<file path="config.mk">
export PLATFORM = sky130hd
export DESIGN_NAME = spi_flash_responder
export DESIGN_NICKNAME = d
export VERILOG_FILES = /design/src/rtl/spi_flash_responder.sv
export SDC_FILE = /design/constraint.sdc
export NUM_CORES = 1
export LEC_CHECK = 0
export BUFFER_PORTS_ARGS = -buffer_cell sky130_fd_sc_hd__buf_2
export CAP_MARGIN = 10
export CORE_ASPECT_RATIO = 0.75
export CORE_MARGIN = 1
export CORE_UTILIZATION = 50
export DETAILED_ROUTE_END_ITERATION = 7
export PLACE_DENSITY = 0.67
export SLEW_MARGIN = 10
export SYNTH_ARGS = -nofsm -noshare
export SYNTH_HDL_FRONTEND = slang
export SYNTH_SLANG_ARGS = --single-unit
</file>
<file path="constraint.sdc">
create_clock -name clk_48mhz -period 2.7 [get_ports clk_48mhz]
set_clock_uncertainty 0.05 [all_clocks]
set_input_delay 0.135 -clock clk_48mhz [delete_from_list [all_inputs] [get_ports clk_48mhz]]
set_output_delay 0.135 -clock clk_48mhz [all_outputs]
set_load 0.02 [all_outputs]
</file>
<file path="src/rtl/spi_flash_responder.sv">
// SPI-flash target emulator: oversamples a mode-0 SPI link and serves reads from a sync memory port.
// Define SPI_FLASH_RESPONDER_WRITE_EN to add WREN/WRDI/page-program and the mem_wr/mem_wdata ports.
module spi_flash_responder #(
    parameter int unsigned ADDR_W   = 24,
    parameter logic [23:0] JEDEC_ID = 24'hEF4016
) (
    input  logic              clk_48mhz,
    input  logic              reset,
    input  logic              spi_cs,
    input  logic              spi_sck,
    input  logic              spi_mosi,
    output logic              spi_miso,
    output logic              spi_miso_oe,
    output logic [ADDR_W-1:0] mem_addr,
    output logic              mem_rd,
    input  logic [7:0]        mem_rdata,
`ifdef SPI_FLASH_RESPONDER_WRITE_EN
    output logic              mem_wr,
    output logic [7:0]        mem_wdata,
`endif
    output logic              powered_down
);

    localparam logic [7:0] CMD_READ = 8'h03;
    localparam logic [7:0] CMD_RDID = 8'h9F;
    localparam logic [7:0] CMD_RDSR = 8'h05;
    localparam logic [7:0] CMD_DP   = 8'hB9;
    localparam logic [7:0] CMD_RES  = 8'hAB;
`ifdef SPI_FLASH_RESPONDER_WRITE_EN
    localparam logic [7:0] CMD_WREN = 8'h06;
    localparam logic [7:0] CMD_WRDI = 8'h04;
    localparam logic [7:0] CMD_PP   = 8'h02;
`endif

    typedef enum logic [3:0] {
        ST_IDLE, ST_CMD, ST_ADDR, ST_DATA, ST_ID, ST_STATUS, ST_PD, ST_IGNORE, ST_PROG
    } state_t;

    state_t              state_q, state_d;
    logic                cs_meta_q, cs_meta_d, cs_s_q, cs_s_d;
    logic                sck_meta_q, sck_meta_d, sck_s_q, sck_s_d, sck_prev_q, sck_prev_d;
    logic                mosi_meta_q, mosi_meta_d, mosi_s_q, mosi_s_d;
    logic [2:0]          bit_cnt_q, bit_cnt_d, tx_cnt_q, tx_cnt_d;
    logic [1:0]          byte_cnt_q, byte_cnt_d, id_idx_q, id_idx_d;
    logic [6:0]          shift_q, shift_d;
    logic [22:0]         addr_sh_q, addr_sh_d;
    logic [7:0]          tx_byte_q, tx_byte_d;
    logic                miso_q, miso_d, oe_q, oe_d;
    logic [ADDR_W-1:0]   mem_addr_q, mem_addr_d;
    logic                mem_rd_q, mem_rd_d, rd_dly_q, rd_dly_d;
    logic                pd_q, pd_d;
    logic                wel_c;
`ifdef SPI_FLASH_RESPONDER_WRITE_EN
    logic                wel_q, wel_d, wel_set_q, wel_set_d, wel_clr_q, wel_clr_d;
    logic                is_write_q, is_write_d, mem_wr_q, mem_wr_d;
    logic [7:0]          mem_wdata_q, mem_wdata_d;
    assign wel_c = wel_q;
`else
    assign wel_c = 1'b0;
`endif

    logic       rise_c, fall_c;
    logic [7:0] rx_byte_c, cur_byte_c, id_byte_c, status_byte_c;
    logic [23:0] addr_full_c;

    assign rise_c        = sck_s_q & ~sck_prev_q;
    assign fall_c        = ~sck_s_q & sck_prev_q;
    assign rx_byte_c     = {shift_q, mosi_s_q};
    assign addr_full_c   = {addr_sh_q, mosi_s_q};
    // Read data may arrive in the very clk of the first fall, so bypass the byte register then.
    assign cur_byte_c    = rd_dly_q ? mem_rdata : tx_byte_q;
    assign status_byte_c = {6'd0, wel_c, 1'b0};

    always_comb begin
        case (id_idx_q)
            2'd0:    id_byte_c = JEDEC_ID[23:16];
            2'd1:    id_byte_c = JEDEC_ID[15:8];
            default: id_byte_c = JEDEC_ID[7:0];
        endcase
    end

    always_comb begin
        state_d     = state_q;
        cs_meta_d   = spi_cs;
        cs_s_d      = cs_meta_q;
        sck_meta_d  = spi_sck;
        sck_s_d     = sck_meta_q;
        sck_prev_d  = sck_s_q;
        mosi_meta_d = spi_mosi;
        mosi_s_d    = mosi_meta_q;
        bit_cnt_d   = bit_cnt_q;
        tx_cnt_d    = tx_cnt_q;
        byte_cnt_d  = byte_cnt_q;
        id_idx_d    = id_idx_q;
        shift_d     = shift_q;
        addr_sh_d   = addr_sh_q;
        tx_byte_d   = rd_dly_q ? mem_rdata : tx_byte_q;
        miso_d      = miso_q;
        mem_addr_d  = mem_addr_q;
        mem_rd_d    = 1'b0;
        rd_dly_d    = mem_rd_q;
        pd_d        = pd_q;
`ifdef SPI_FLASH_RESPONDER_WRITE_EN
        wel_d       = wel_q;
        wel_set_d   = wel_set_q;
        wel_clr_d   = wel_clr_q;
        is_write_d  = is_write_q;
        mem_wr_d    = 1'b0;
        mem_wdata_d = mem_wdata_q;
`endif
        if (cs_s_q) begin
            state_d    = ST_IDLE;
            miso_d     = 1'b0;
            bit_cnt_d  = 3'd0;
            tx_cnt_d   = 3'd0;
            byte_cnt_d = 2'd0;
            id_idx_d   = 2'd0;
            if (state_q == ST_PD) pd_d = 1'b1;
`ifdef SPI_FLASH_RESPONDER_WRITE_EN
            if (wel_set_q) wel_d = 1'b1;
            if (wel_clr_q) wel_d = 1'b0;
            wel_set_d  = 1'b0;
            wel_clr_d  = 1'b0;
            is_write_d = 1'b0;
`endif
        end else begin
            if (rise_c && state_q != ST_IDLE) begin
                shift_d   = rx_byte_c[6:0];
                bit_cnt_d = bit_cnt_q + 3'd1;
            end
            case (state_q)
                ST_IDLE: state_d = ST_CMD;
                ST_CMD: begin
                    if (rise_c && bit_cnt_q == 3'd7) begin
                        state_d    = ST_IGNORE;
                        byte_cnt_d = 2'd0;
                        if (rx_byte_c == CMD_RES) begin
                            pd_d = 1'b0;
                        end else if (!pd_q) begin
                            case (rx_byte_c)
                                CMD_READ: state_d = ST_ADDR;
                                CMD_RDID: state_d = ST_ID;
                                CMD_RDSR: state_d = ST_STATUS;
                                CMD_DP:   state_d = ST_PD;
`ifdef SPI_FLASH_RESPONDER_WRITE_EN
                                CMD_WREN: wel_set_d = 1'b1;
                                CMD_WRDI: wel_clr_d = 1'b1;
                                CMD_PP: begin
                                    wel_clr_d = 1'b1;
                                    if (wel_q) begin
                                        state_d    = ST_ADDR;
                                        is_write_d = 1'b1;
                                    end
                                end
`endif
                                default: state_d = ST_IGNORE;
                            endcase
                        end
                    end
                end
                ST_ADDR: begin
                    if (rise_c) begin
                        addr_sh_d = addr_full_c[22:0];
                        if (bit_cnt_q == 3'd7) begin
                            byte_cnt_d = byte_cnt_q + 2'd1;
                            if (byte_cnt_q == 2'd2) begin
                                mem_addr_d = ADDR_W'(addr_full_c);
                                tx_cnt_d   = 3'd0;
`ifdef SPI_FLASH_RESPONDER_WRITE_EN
                                if (is_write_q) begin
                                    state_d = ST_PROG;
                                end else begin
                                    state_d  = ST_DATA;
                                    mem_rd_d = 1'b1;
                                end
`else
                                state_d  = ST_DATA;
                                mem_rd_d = 1'b1;
`endif
                            end
                        end
                    end
                end
                ST_DATA: begin
                    if (fall_c) begin
                        miso_d   = cur_byte_c[3'd7 - tx_cnt_q];
                        tx_cnt_d = tx_cnt_q + 3'd1;
                        if (tx_cnt_q == 3'd7) begin
                            mem_addr_d = mem_addr_q + ADDR_W'(1);
                            mem_rd_d   = 1'b1;
                        end
                    end
                end
                ST_ID: begin
                    if (fall_c) begin
                        miso_d   = id_byte_c[3'd7 - tx_cnt_q];
                        tx_cnt_d = tx_cnt_q + 3'd1;
                        if (tx_cnt_q == 3'd7) id_idx_d = (id_idx_q == 2'd2) ? 2'd0 : id_idx_q + 2'd1;
                    end
                end
                ST_STATUS: begin
                    if (fall_c) begin
                        miso_d   = status_byte_c[3'd7 - tx_cnt_q];
                        tx_cnt_d = tx_cnt_q + 3'd1;
                    end
                end
`ifdef SPI_FLASH_RESPONDER_WRITE_EN
                ST_PROG: begin
                    // Page program wraps within the 256-byte page.
                    if (mem_wr_q) mem_addr_d[7:0] = mem_addr_q[7:0] + 8'd1;
                    if (rise_c && bit_cnt_q == 3'd7) begin
                        mem_wr_d    = 1'b1;
                        mem_wdata_d = rx_byte_c;
                    end
                end
`endif
                default: miso_d = 1'b0;
            endcase
        end
        oe_d = (state_d == ST_DATA) || (state_d == ST_ID) || (state_d == ST_STATUS);
    end

    always_ff @(posedge clk_48mhz) begin
        if (reset) begin
            state_q     <= ST_IDLE;
            cs_meta_q   <= 1'b1;
            cs_s_q      <= 1'b1;
            sck_meta_q  <= 1'b0;
            sck_s_q     <= 1'b0;
            sck_prev_q  <= 1'b0;
            mosi_meta_q <= 1'b0;
            mosi_s_q    <= 1'b0;
            bit_cnt_q   <= 3'd0;
            tx_cnt_q    <= 3'd0;
            byte_cnt_q  <= 2'd0;
            id_idx_q    <= 2'd0;
            shift_q     <= 7'd0;
            addr_sh_q   <= 23'd0;
            tx_byte_q   <= 8'd0;
            miso_q      <= 1'b0;
            oe_q        <= 1'b0;
            mem_addr_q  <= '0;
            mem_rd_q    <= 1'b0;
            rd_dly_q    <= 1'b0;
            pd_q        <= 1'b0;
`ifdef SPI_FLASH_RESPONDER_WRITE_EN
            wel_q       <= 1'b0;
            wel_set_q   <= 1'b0;
            wel_clr_q   <= 1'b0;
            is_write_q  <= 1'b0;
            mem_wr_q    <= 1'b0;
            mem_wdata_q <= 8'd0;
`endif
        end else begin
            state_q     <= state_d;
            cs_meta_q   <= cs_meta_d;
            cs_s_q      <= cs_s_d;
            sck_meta_q  <= sck_meta_d;
            sck_s_q     <= sck_s_d;
            sck_prev_q  <= sck_prev_d;
            mosi_meta_q <= mosi_meta_d;
            mosi_s_q    <= mosi_s_d;
            bit_cnt_q   <= bit_cnt_d;
            tx_cnt_q    <= tx_cnt_d;
            byte_cnt_q  <= byte_cnt_d;
            id_idx_q    <= id_idx_d;
            shift_q     <= shift_d;
            addr_sh_q   <= addr_sh_d;
            tx_byte_q   <= tx_byte_d;
            miso_q      <= miso_d;
            oe_q        <= oe_d;
            mem_addr_q  <= mem_addr_d;
            mem_rd_q    <= mem_rd_d;
            rd_dly_q    <= rd_dly_d;
            pd_q        <= pd_d;
`ifdef SPI_FLASH_RESPONDER_WRITE_EN
            wel_q       <= wel_d;
            wel_set_q   <= wel_set_d;
            wel_clr_q   <= wel_clr_d;
            is_write_q  <= is_write_d;
            mem_wr_q    <= mem_wr_d;
            mem_wdata_q <= mem_wdata_d;
`endif
        end
    end

    assign spi_miso     = miso_q;
    assign spi_miso_oe  = oe_q;
    assign mem_addr     = mem_addr_q;
    assign mem_rd       = mem_rd_q;
    assign powered_down = pd_q;
`ifdef SPI_FLASH_RESPONDER_WRITE_EN
    assign mem_wr       = mem_wr_q;
    assign mem_wdata    = mem_wdata_q;
`endif

endmodule

</file>
Yosys cells after proc, flatten, opt, wreduce, memory -nomap -nowiden --
Memories as Yosys holds them, arrays and structs flattened. Cells that the tools add are included.
Word-level totals: bits in read-only memories 8, bits of input ports 13, word-level logic and storage cells 135, memories kept 1, output and inout port bits 28, register bits after elaboration 88
Cells by class: order comparisons 1, equality and inequality tests 29, reduce and logical (&&, ||, !) cells 24, bitwise operators 6, add/sub/neg operators 6, muxes and demuxes 47
Memory list:
- (no name shown) | depth 8, bits a word 1, rd ports 1, clocked after Yosys merged registers in 0, wr ports 0, RTL line 203 | miso_d = status_byte_c[3'd7 - tx_cnt_q];
Operators with widths (count):
- 24-bit 2-to-1 mux | 5
- 24-bit case mux with 2 select lines | 1
- 24-bit by 1-bit adder with 24-bit output (second input constant) | 1
- 8-bit equality test (second input constant) | 3
- 4-bit by 3-bit equality test with 1-bit output (second input constant) | 5
- 4-bit 2-to-1 mux | 5
- 3-bit 2-to-1 mux | 6
- 1-bit 2-to-1 mux | 16
- 2-bit != test (second input constant) | 8
- 8-bit case mux with 2 select lines | 1
- 4-bit by 2-bit equality test with 1-bit output (second input constant) | 3
- 3-bit case mux with 4 select lines | 1
- 4-bit case mux with 3 select lines | 1
- 4-bit AND reduction | 3
- 2-bit nonzero test | 6
- 8-bit by 2-bit equality test with 1-bit output (second input constant) | 1
- 8-bit by 3-bit equality test with 1-bit output (second input constant) | 1
- 2-bit 2-to-1 mux | 4
- 8-bit 2-to-1 mux | 1
- 7-bit AND reduction | 1
- 3-bit by 1-bit adder with 3-bit output (second input constant) | 2
- 1-bit binary-select mux with 3-bit select | 2
- 3-bit equality test (second input constant) | 2
- 3-bit case mux with 2 select lines | 1
- other kinds (22) | 33

Longest topological paths before layout --
Gate-level depths: netlist of the first run.
depth in word-level cells 10, mapped depth 8, gate-level depth less buffers 7

Worst setup path before layout of the first run --
No wires, ideal clock.
path kind register -> register, start point reg mem_addr_q[0], in the netlist mem_addr[0], end point reg mem_addr_q[18], in the netlist mem_addr[18], arrival 1.833 ns, buffers on the path 0, stages on the path, launching flop included 7, library setup time 0.092 ns, period minus slack after synthesis 1.976 ns, data required time 2.558 ns, setup slack 0.724 ns, cell sequence dfxtp_1 ha_1 nand3_1 nor3_1 or4b_1 o31a_1 o32ai_1
On the way: cells in the longest elaborated chain, start to end 4
RTL lines:
- from (decl) | RTL line 49 | logic [ADDR_W-1:0] mem_addr_q, mem_addr_d;
- from (signal assigned) | RTL line 272 | mem_addr_q <= mem_addr_d;
- 24-bit by 1-bit adder with 24-bit output | RTL line 189 | mem_addr_d = mem_addr_q + ADDR_W'(1);
- 24-bit 2-to-1 mux | RTL line 188 | if (tx_cnt_q == 3'd7) begin
- 24-bit 2-to-1 mux | RTL line 185 | if (fall_c) begin
- 24-bit case mux with 2 select lines | RTL line 131 | case (state_q)
Every way passes these cells. The select of a mux whose other input is x is not followed. A chain may end at the register's enable or synchronous reset.

Final worst setup path of the first run --
start point reg bit_cnt_q[0], end point reg mem_addr_q[15], in the netlist mem_addr[15]
On the way: cells in the longest elaborated chain, start to end 3
RTL lines:
- from (decl) | RTL line 43 | logic [2:0] bit_cnt_q, bit_cnt_d, tx_cnt_q, tx_cnt_d;
- from (signal assigned) | RTL line 263 | bit_cnt_q <= bit_cnt_d;
- 3-bit equality test | RTL line 164 | if (bit_cnt_q == 3'd7) begin
- 2-bit != test (no line)
- 7-bit AND reduction (no line)
Every way passes these cells.

==> results of run 1 <==
-- critical path, stage by stage, from the launching register on --
cell       delay [ps]
dfxtp_1           350
ha_1              150
ha_1              180
nand4b_1          170
o2bb2ai_1         290
nand3_1           340
buf_4             310
o21ai_0           200
a21oi_1            90
-- synthesized netlist by cell type, drive strengths merged, types with 2 or more instances --
cell type,count,share of area
a2bb2oi,2,0.0041
ha,6,0.018
and4,3,0.0061
nand2b,9,0.013
nand2,30,0.026
a211oi,8,0.015
nand4,9,0.013
buf,14,0.017
inv,12,0.011
o211ai,2,0.0035
mux4,2,0.011
a31oi,9,0.013
dfxtp,88,0.41
nor3b,4,0.0070
nand3,16,0.019
nand3b,3,0.0053
o32ai,6,0.012
and3,3,0.0044
o31a,6,0.012
and3b,2,0.0041
nor3,13,0.015
and4b,3,0.0070
clkbuf,20,0.018
nor4,3,0.0044
nor2,74,0.065
xnor2,2,0.0041
a32o,3,0.0070
a41o,4,0.0094
nor2b,13,0.019
mux2i,46,0.11
or3,3,0.0056
o21ai,19,0.022
a21oi,30,0.035
or2,4,0.0059
nand4b,2,0.0041
-- state kept, by name, summed over array words and instances, names as in the netlist, 2 cells and up --
name	flops
bit_cnt_q	3
shift_q	7
id_idx_q	2
mem_addr	24
tx_cnt_q	3
state_q	4
byte_cnt_q	2
addr_sh_q	23
tx_byte_q	8
-- where the power goes --
group	switching (W)	internal, W
Sequential	0.00000668	0.00130
Clock	0.000530	0.000716
Combinational	0.0000287	0.0000212
Total	0.000565	0.00204
-- per-layer routing --
layer  vias up  wire, um
li1       1849         -
met5         -         0
met4         0        82
met1      1759      5020
met3         8       643
met2       133      4440
-- what timing repair did --
item	4_1_cts	5_1_grt
endpoints found under the hold margin	6	0
hold buffers	6	0
buffers inserted	0	0
-- layout make-up --
cell class | instances | area, um2
clock buffer | 9 | 225
clock inverter | 7 | 72.6
fill | 719 | 3150
inverter | 12 | 45.0
multi-input combinational | 358 | 2330
sequential | 88 | 1760
tap | 105 | 131
timing repair buffer | 60 | 378
-- cell families (layout without fill, tap and decap cells) --
kind of cell,after synthesis,after routing,share of synthesized area
AOI/OAI and AO/OA,102,102,0.165
xor gates and xnor gates,2,2,0.00410
adders and majority gates,6,6,0.0176
buffers and inverters,46,88,0.0448
DFF,88,88,0.412
muxes,49,49,0.121
and+or+nand+nor,199,199,0.236
-- metrics by stage --
step	total power, W	util	cells	setup slack (ps)
detailed placement	0.00138	0.566	617	479
floorplan	0.00136	-	492	724
CTS	0.00264	0.611	639	458
global route	0.00270	0.611	639	274
global placement	0.00138	0.566	617	544
finish	0.00261	0.611	639	455
-- worst max path at each step --
stage / depth (start not counted) / end / slack [ps]
global placement: 8 / mem_addr[21]$_SDFFE_PP0P_ / 540
finish: 8 / mem_addr[15]$_SDFFE_PP0P_ / 460
CTS: 8 / mem_addr[15]$_SDFFE_PP0P_ / 460
global route: 8 / mem_addr[1]$_SDFFE_PP0P_ / 270
floorplan: 6 / mem_addr[18]$_SDFFE_PP0P_ / 720
detailed placement: 8 / mem_addr[15]$_SDFFE_PP0P_ / 480
==> reports/summary.txt, run 1 <==
Outcome: finished, final reports clean
CTS root buffer: clkbuf_16
Ys async rst share: 0
Clk slew on worst S/H paths: 60 ps
PwrDens: 527 nW/um2
Placer congestion estimate: 0.830
CP Launch Type: flip-flop
CTS tree: yes
Final Routed Wirelength: 10200 um
Reg-to-reg endpoint: mem_addr[15]$_SDFFE_PP0P_
Top_reg_cell synth: dfxtp_1
GR Util met3: 0.0706
Die extent in y: 82.1 um
HP Class: primary input to flip-flop
Unrepaired setup endpoints after global routing: no
Worst R2R Path Depth: 8
Setup TNS: 0 ps
Post-synth EDFFs: 0
Design area: 4940 um2
CP Launch Point: bit_cnt_q[0]$_SDFFE_PP0P_
Nets: 548
CP endpoint kind: flip-flop
First-pass GRT wire length: 16800 um
GR Util met2: 0.368
Syn-to-layout area delta: 15.6%
F_max: 445 MHz
R2R Path Start: bit_cnt_q[0]$_SDFFE_PP0P_
Clock sinks: 88
WHS Endpoint: tx_byte_q[1]$_SDFF_PP0_
Syn nets: 511
Worst EP required: 2880 ps
Commonest cells after routing, fill and taps aside: dfxtp_1 (88), nor2_1 (74), mux2i_1 (46), buf_2 (40)
Slew HR: 0.474
Worst Path Arrival: 2420 ps
Vias in the first global route: 3491
Mean Syn Cell Area: 8.69 um2
Area after DPL: 4580 um2
Worst R2R Setup Slack: 460 ps
Drt wl/cell: 15.9 um
Initial Util: 0.528
Grt ovf: 0
Syn. warnings: 0
CTS buffer count: 9
Hpwl dp: 6860 um
Final Slew Violations: 0
Vias per cell: 5.87
Post-route ant nets: 0
Part of the cycle the worst path needs: 0.831
H-tree depth: 3
Die area: 8930 um2
Gate Count Post-Synth: 492
First-pass DRT Iterations: 5
Core area: 8090 um2
GRT Overall Usage: 0.245
Crit Path Category: flip-flop to flip-flop
Vias: 3749
Skew-Pair Late Insertion Delay: 350 ps
Row count: 28
DRC Markers: 0
Post-cts resize count: 0
Hold path cells: 3
Final Hold Viols: 0
DR iter-0 viols: 234
Most common cell after layout, fill and taps aside: dfxtp_1
Fin crit period: 2240 ps
Min Hold Slack: 2.41 ps
Layer carrying the most global-route usage: met2
I/O pin total: 41
Post-Syn Area: 4280 um2
Met1 Track Usage GR: 0.346
Initial antenna violation count: 0
Worst-path fanout max: 12
Synthesized flop and latch total: 88
Die width: 109 um
Share of layout cells above drive strength 1: 0.154
Ant. Diodes: 0
Largest net degree at the start of global routing: 48
Worst hold path startpoint: mem_rdata[1]
Worst-Margin Slew: 789 ps
Register area share after synthesis: 0.412
Peak supply drop: 0.404 mV
Count of input and output buffers: 40
Leak: 1.95 nW
Library cells used by synthesis: 59
Clock tree buffer depth: 2
Setup-failing EPs final: 0
Max_cap viols: 0
(Power assumes the default switching activity.)
==> inputs of run 2 (changes only) <==
--- a/config.mk
+++ b/config.mk
@@ -5,13 +5,14 @@
 export SDC_FILE = /design/constraint.sdc
 export NUM_CORES = 1
 export LEC_CHECK = 0
+export ABC_AREA = 1
 export BUFFER_PORTS_ARGS = -buffer_cell sky130_fd_sc_hd__buf_2
 export CAP_MARGIN = 10
 export CORE_ASPECT_RATIO = 0.75
 export CORE_MARGIN = 1
 export CORE_UTILIZATION = 50
 export DETAILED_ROUTE_END_ITERATION = 7
-export PLACE_DENSITY = 0.67
+export PLACE_DENSITY = 0.7
 export SLEW_MARGIN = 10
 export SYNTH_ARGS = -nofsm -noshare
 export SYNTH_HDL_FRONTEND = slang
==> constraint.sdc (replaced) <==
create_clock -name clk_48mhz -period 1.9 [get_ports clk_48mhz]
set_clock_uncertainty 0.05 [all_clocks]
set_input_delay 0.095 -clock clk_48mhz [delete_from_list [all_inputs] [get_ports clk_48mhz]]
set_output_delay 0.095 -clock clk_48mhz [all_outputs]
set_load 0.02 [all_outputs]
==> run 2 against run 1 <==
The flow now finishes with violations (design-rule violations); cell count is 32% higher; power increased by 43%; routed wire length is 13% higher; first-iteration DRC count grew 90%; sequential cell count did not move; via count grew 20%; critical endpoint is now mem_addr[14]$_SDFFE_PP0P_.
==> reports/summary.txt, run 2 <==
Worst-path cell chain: ha_1 -> ha_1 -> inv_1 -> nor2_2 -> nand2_1 -> nand2_1 -> buf_4 -> and3_4 -> nand2_1 -> nor2_1 -> o21ai_1 -> inv_2
Die extent in y: 84.4 um
Mean Syn Cell Area: 6.71 um2
Worst-Margin Slew: 607 ps
CTS buffer count: 9
Ant. Diodes: 0
Hold path cells: 5
Core area: 8640 um2
Count of input and output buffers: 40
Row count: 29
Synth Area in Adders: 0.0166
Synthesized flop and latch total: 88
Ys async rst share: 0
Main combinational cell family by area after synthesis: simple AND/OR/NAND/NOR gates
Unrepaired setup endpoints after global routing: no
Post-synth top cells: nand2_1 (141), nor2_1 (111), dfxtp_1 (88)
Nets: 749
Vias in the first global route: 4106
Post-synthesis mux area share: 0.00221
Kind of cell adding the most delay to the critical path: simple AND/OR/NAND/NOR gates
Initial antenna violation count: 0
Share of layout cells above drive strength 1: 0.162
HP Class: primary input to flip-flop
Top cell by count, worst path: nand2_1
R2R Path Start: bit_cnt_q[0]$_SDFFE_PP0P_
Clock tree buffer depth: 2
Initial Util: 0.524
Top_reg_cell synth: dfxtp_1
Final Routed Wirelength: 11500 um
WHS Endpoint: tx_byte_q[4]$_SDFF_PP0_
Hpwl dp: 8450 um
CP endpoint kind: flip-flop
Clk slew on worst S/H paths: 60 ps
PwrDens: 702 nW/um2
DRC Markers: 9
Skew-Pair Late Insertion Delay: 340 ps
Crit Path Category: flip-flop to flip-flop
Post-synth EDFFs: 0
CP Launch Point: bit_cnt_q[0]$_SDFFE_PP0P_
CTS tree: yes
Vias per cell: 5.33
Register area share after synthesis: 0.389
Final Slew Violations: 0
Die width: 112 um
Grt ovf: 0
I/O pin total: 41
Largest register FFs: 24
Failing checks: design-rule violations
Simple-Gate Fraction of Synth Area: 0.313
Drt wl/cell: 13.7 um
F_max: 565 MHz
Vias: 4490
Post-route ant nets: 0
Worst R2R Setup Slack: 130 ps
Top-area cell type share of the netlist area: 0.389
Syn-to-layout area delta: 17.0%
Top post-synthesis cells by area: dfxtp_1 (39%), nand2_1 (12%), nor2_1 (9.2%)
Compound-cell area share of the yosys netlist: 0.175
Synth Area in XOR/XNOR: 0.0116
Post-CTS setup buffers: 0
Leak: 2.14 nW
Fin crit period: 1770 ps
Outcome: finished with violations
Syn nets: 694
Worst hold path startpoint: mem_rdata[4]
Placer congestion estimate: 0.936
Min Hold Slack: 42.2 ps
Area leader, netlist: dfxtp_1
Most common cell in the netlist: nand2_1
Setup TNS: 0 ps
Setup-failing EPs final: 0
First-pass DRT Iterations: 7
Die area: 9440 um2
First-pass GRT wire length: 19500 um
CTS root buffer: clkbuf_16
Max_cap viols: 0
Most common cell after layout, fill and taps aside: nand2_1
Part of the cycle the worst path needs: 0.932
Post-Syn Area: 4530 um2
Worst EP required: 2090 ps
Commonest cells after routing, fill and taps aside: nand2_1 (140), nor2_1 (109), dfxtp_1 (83), inv_1 (76), o21ai_0 (57)
Reg-to-reg endpoint: mem_addr[14]$_SDFFE_PP0P_
Peak supply drop: 0.580 mV
CP max stage cell: dfxtp_2
Worst R2R Path Depth: 12
GRT Overall Usage: 0.258
CP Buf/Inv Count: 3
Final Hold Viols: 0
DR iter-0 viols: 444
Largest net degree at the start of global routing: 31
Worst Path Arrival: 1960 ps
H-tree depth: 3
Library cells used by synthesis: 42
Syn. warnings: 0
Fillers: 838
Slew HR: 0.595
CP Launch Type: flip-flop
Clock sinks: 88
Gate Count Post-Synth: 675
Worst stage delay on the critical path: 330 ps
Worst-path fanout max: 12
==> run 2: cell count changes in the layout (fill, tap and decap cells not counted), moves of 18 or more <==
cell,before,now
a21oi_1,30,48
nand2_1,30,140
nor2_1,74,109
inv_1,12,76
o21ai_0,19,57
mux2i_1,46,1
==> run 2: timing repair <==
action / 4_1_cts / 5_1_grt
endpoints found under the hold margin: 7 / 0
hold buffers: 5 / 0
resized for setup: 0 / 12
setup endpoints to repair: 0 / 13
==> run 2: kinds of logic after synthesis <==
| kind of cell | after synthesis |
|---|---|
| flops | 88 |
| fa+ha+maj | 6 |
| simple gates | 327 |
| xor+xnor | 6 |
| mux | 1 |
| compound gates | 142 |
| buf+inv | 105 |
==> run 2: worst max-delay path by stage <==
stage                                            to  cells past startpoint
after global placement    mem_addr[14]$_SDFFE_PP0P_                     12
final                     mem_addr[14]$_SDFFE_PP0P_                     12
after CTS                 mem_addr[14]$_SDFFE_PP0P_                     12
after global routing      mem_addr[15]$_SDFFE_PP0P_                      7
after detailed placement  mem_addr[14]$_SDFFE_PP0P_                     12
after floorplan           mem_addr[14]$_SDFFE_PP0P_                     10
==> run 2: through the flow <==
stage                      util  instance area [um2]  power, W  setup slack, ps  cells
after floorplan               -                 4530   0.00194              232    675
after global placement    0.570                 4920   0.00197              173    822
after detailed placement  0.570                 4920   0.00197              114    822
after CTS                 0.610                 5270   0.00375             98.7    843
after global routing      0.613                 5300   0.00383             5.67    843
final                     0.613                 5300   0.00372              130    843
==> run 2: cell type report <==
class	count	area, um2	share of cell area
inverters	81	307	0.0579
clock buffers	10	229	0.0432
multi-input cells	482	2370	0.447
well taps	108	135	0.0255
flip-flops and latches	88	1770	0.334
repair buffers	68	423	0.0798
clock inverters	6	68.8	0.0130
==> run 2: worst min-delay path: cells and delay by family <==
family | cells | cell delay (ps)
buf+inv | 2 | 130
simple gates | 2 | 110
compound gates | 1 | 70
==> run 2: where the power goes <==
group / switching, W / internal, W / total [W]
logic: 0.0000494 / 0.0000309 / 0.0000803
clock network: 0.000755 / 0.00103 / 0.00178
registers: 0.00000484 / 0.00185 / 0.00186
total: 0.000809 / 0.00291 / 0.00372
==> run 2: metal layers <==
metal  GRT usage  vias up  share of wire  routed length, um
li1            -     2292              -                  -
met1       0.377     2029           0.50               5760
met2       0.380      153           0.41               4760
met3      0.0578       16          0.078                902
met4      0.0725        0         0.0095                110
met5           0        -              0                  0
==> inputs of run 3 (changes only) <==
--- a/config.mk
+++ b/config.mk
@@ -6,7 +6,7 @@
 export NUM_CORES = 1
 export LEC_CHECK = 0
 export ABC_AREA = 1
-export BUFFER_PORTS_ARGS = -buffer_cell sky130_fd_sc_hd__buf_2
+export BUFFER_PORTS_ARGS = -buffer_cell sky130_fd_sc_hd__buf_4
 export CAP_MARGIN = 10
 export CORE_ASPECT_RATIO = 0.75
 export CORE_MARGIN = 1
==> run 3 against run 2 <==
Largest power group unchanged; clock power fell by 5%; cell count is 0.36% lower; the flow still finishes with violations (design-rule violations); critical path depth is 4 lower; combinational power grew 4.9%; sequential cell count unchanged; critical endpoint unchanged; routed wire length rose by 0.31%; final area up 0.94%; first-iteration DRC count decreased by 0.45%; worst setup slack got worse by 16 ps; non-clock buffer count down 3.
==> reports/summary.txt, run 3 (synthesis gave the netlist of run 2 again) <==
Hpwl dp: 8350 um
I/O pin total: 41
Placer congestion estimate: 0.900
Count of input and output buffers: 40
Clock sinks: 88
Syn-to-layout area delta: 18.1%
Critical path destination: mem_addr[14]$_SDFFE_PP0P_
Final Routed Wirelength: 11600 um
Outcome: finished with violations
Core Util, Final: 0.619
Worst R2R Setup Slack: 110 ps
Ant. Diodes: 0
CP Launch Type: flip-flop
CP max stage cell: dfxtp_1
HP Class: primary input to flip-flop
H-tree depth: 3
Setup-failing EPs final: 0
Worst Slack Setup Final: 113 ps
Final Hold Viols: 0
Share of layout cells above drive strength 1: 0.156
Cell internal pwr: 0.00284 W
Vias: 4528
Die width: 112 um
Crit Path Category: flip-flop to flip-flop
Failing checks: design-rule violations
First-pass DRT Iterations: 7
Nets: 746
DRC Markers: 7
Post-place setup slack: 137 ps
Kind of cell adding the most delay to the critical path: simple AND/OR/NAND/NOR gates
CP Buf/Inv Count: 2
Min Hold Slack: 59.6 ps
Largest net degree at the start of global routing: 39
Worst stage delay on the critical path: 460 ps
Crit. path cell count: 8
Switching Power: 0.000787 W
Worst Path Arrival: 1980 ps
Worst-path cell chain: nand2_2 -> nor2_8 -> buf_4 -> o21ai_0 -> nand2_1 -> nor2_1 -> o21ai_1 -> inv_2
Skew-Pair Late Insertion Delay: 340 ps
Final Slew Violations: 0
Post-route ant nets: 0
Worst-Margin Slew: 586 ps
Fillers: 803
Drt wl/cell: 13.8 um
Die area: 9440 um2
Seq pwr share: 0.512
CP endpoint kind: flip-flop
Vias per cell: 5.39
Slew HR: 0.609
Worst R2R Path Depth: 8
First-pass GRT wire length: 19200 um
CP Launch Point: state_q[1]$_SDFF_PP0_
Switching Fraction: 0.217
Max_cap viols: 0
Die extent in y: 84.4 um
Clk slew on worst S/H paths: 60 ps
R2R Path Start: state_q[1]$_SDFF_PP0_
Clock tree buffer depth: 2
Reg-to-reg endpoint: mem_addr[14]$_SDFFE_PP0P_
PwrDens: 678 nW/um2
Worst-path fanout max: 30
Leak: 2.13 nW
GRT Overall Usage: 0.254
DR iter-0 viols: 442
CTS buffer count: 9
Part of the cycle the worst path needs: 0.940
Peak supply drop: 0.428 mV
Worst EP required: 2090 ps
Comb pwr share: 0.023
Vias in the first global route: 3959
F_max: 560 MHz
Initial antenna violation count: 0
Fin crit period: 1790 ps
Row count: 29
Core area: 8640 um2
Setup TNS: 0 ps
Clock power share: 0.465
CTS tree: yes
CTS root buffer: clkbuf_16
Largest register FFs: 24
Commonest cells after routing, fill and taps aside: nand2_1 (141), nor2_1 (111), dfxtp_1 (84), inv_1 (76), buf_4 (61)
Grt ovf: 0
Initial Util: 0.524
Most common cell after layout, fill and taps aside: nand2_1
## run 3: cell count changes in the layout (fill, tap and decap cells not counted), sizes merged
cell,delta
clkinv,+1
buf,-2
bufinv,-1
clkbuf,+1
inv,-1
dlygate4sd3,-1
## run 3: worst register-to-register path, cell delays in order, from the launching register on
cell and delay [ps]:
dfxtp_1 460, nand2_2 140, nor2_8 190, buf_4 340, o21ai_0 160, nand2_1 110
nor2_1 60, o21ai_1 150, inv_2 40
## run 3: timing repair
item | 4_1_cts | 5_1_grt
gates resized for setup | 0 | 8
hold buffers | 4 | 0
hold endpoints to repair | 4 | 0
setup buffers | 0 | 1
setup endpoints to repair | 0 | 11
## run 3: power groups by stage
stage / registers [W] / logic [W] / clock network (W)
floorplan: 0.00190 / 0.0000446 / 0
global placement: 0.00190 / 0.0000752 / 0
detailed placement: 0.00190 / 0.0000765 / 0
CTS: 0.00186 / 0.0000833 / 0.00171
global route: 0.00186 / 0.0000921 / 0.00179
finish: 0.00186 / 0.0000842 / 0.00169
## run 3: area by class of cell
type | instances | area (um2) | share of cell area
Clock inverter | 5 | 31.3 | 0.00585
Clock buffer | 11 | 253 | 0.0473
Sequential cell | 88 | 1770 | 0.330
Inverter | 81 | 309 | 0.0578
Timing Repair Buffer | 65 | 498 | 0.0931
Tap cell | 108 | 135 | 0.0253
Multi-Input combinational cell | 482 | 2350 | 0.440
## run 3: worst min-delay path by stage
stage | startpoint | to | slack, ps | cells past startpoint
final | mem_rdata[4] | tx_byte_q[4]$_SDFF_PP0_ | 60 | 5
after global routing | mem_rdata[4] | tx_byte_q[4]$_SDFF_PP0_ | 100 | 5
after CTS | mem_rdata[4] | tx_byte_q[4]$_SDFF_PP0_ | 50 | 5
after detailed placement | spi_cs | cs_meta_q$_SDFF_PP1_ | 240 | 2
after global placement | spi_cs | cs_meta_q$_SDFF_PP1_ | 230 | 2
after floorplan | spi_cs | cs_meta_q$_SDFF_PP1_ | 150 | 1
## run 3: per-layer routing
metal	track usage	vias up	wire (um)
met3	0.0542	15	917
met1	0.385	2062	5800
met2	0.365	173	4730
met4	0.0577	0	120
met5	0	-	0
li1	-	2278	-
## run 3: per-stage QoR
stage	instance area (um2)	power, W	std cells
after floorplan	4530	0.00194	675
after global placement	5000	0.00197	819
after detailed placement	5000	0.00197	819
after CTS	5320	0.00365	839
after global routing	5350	0.00374	840
final	5350	0.00363	840
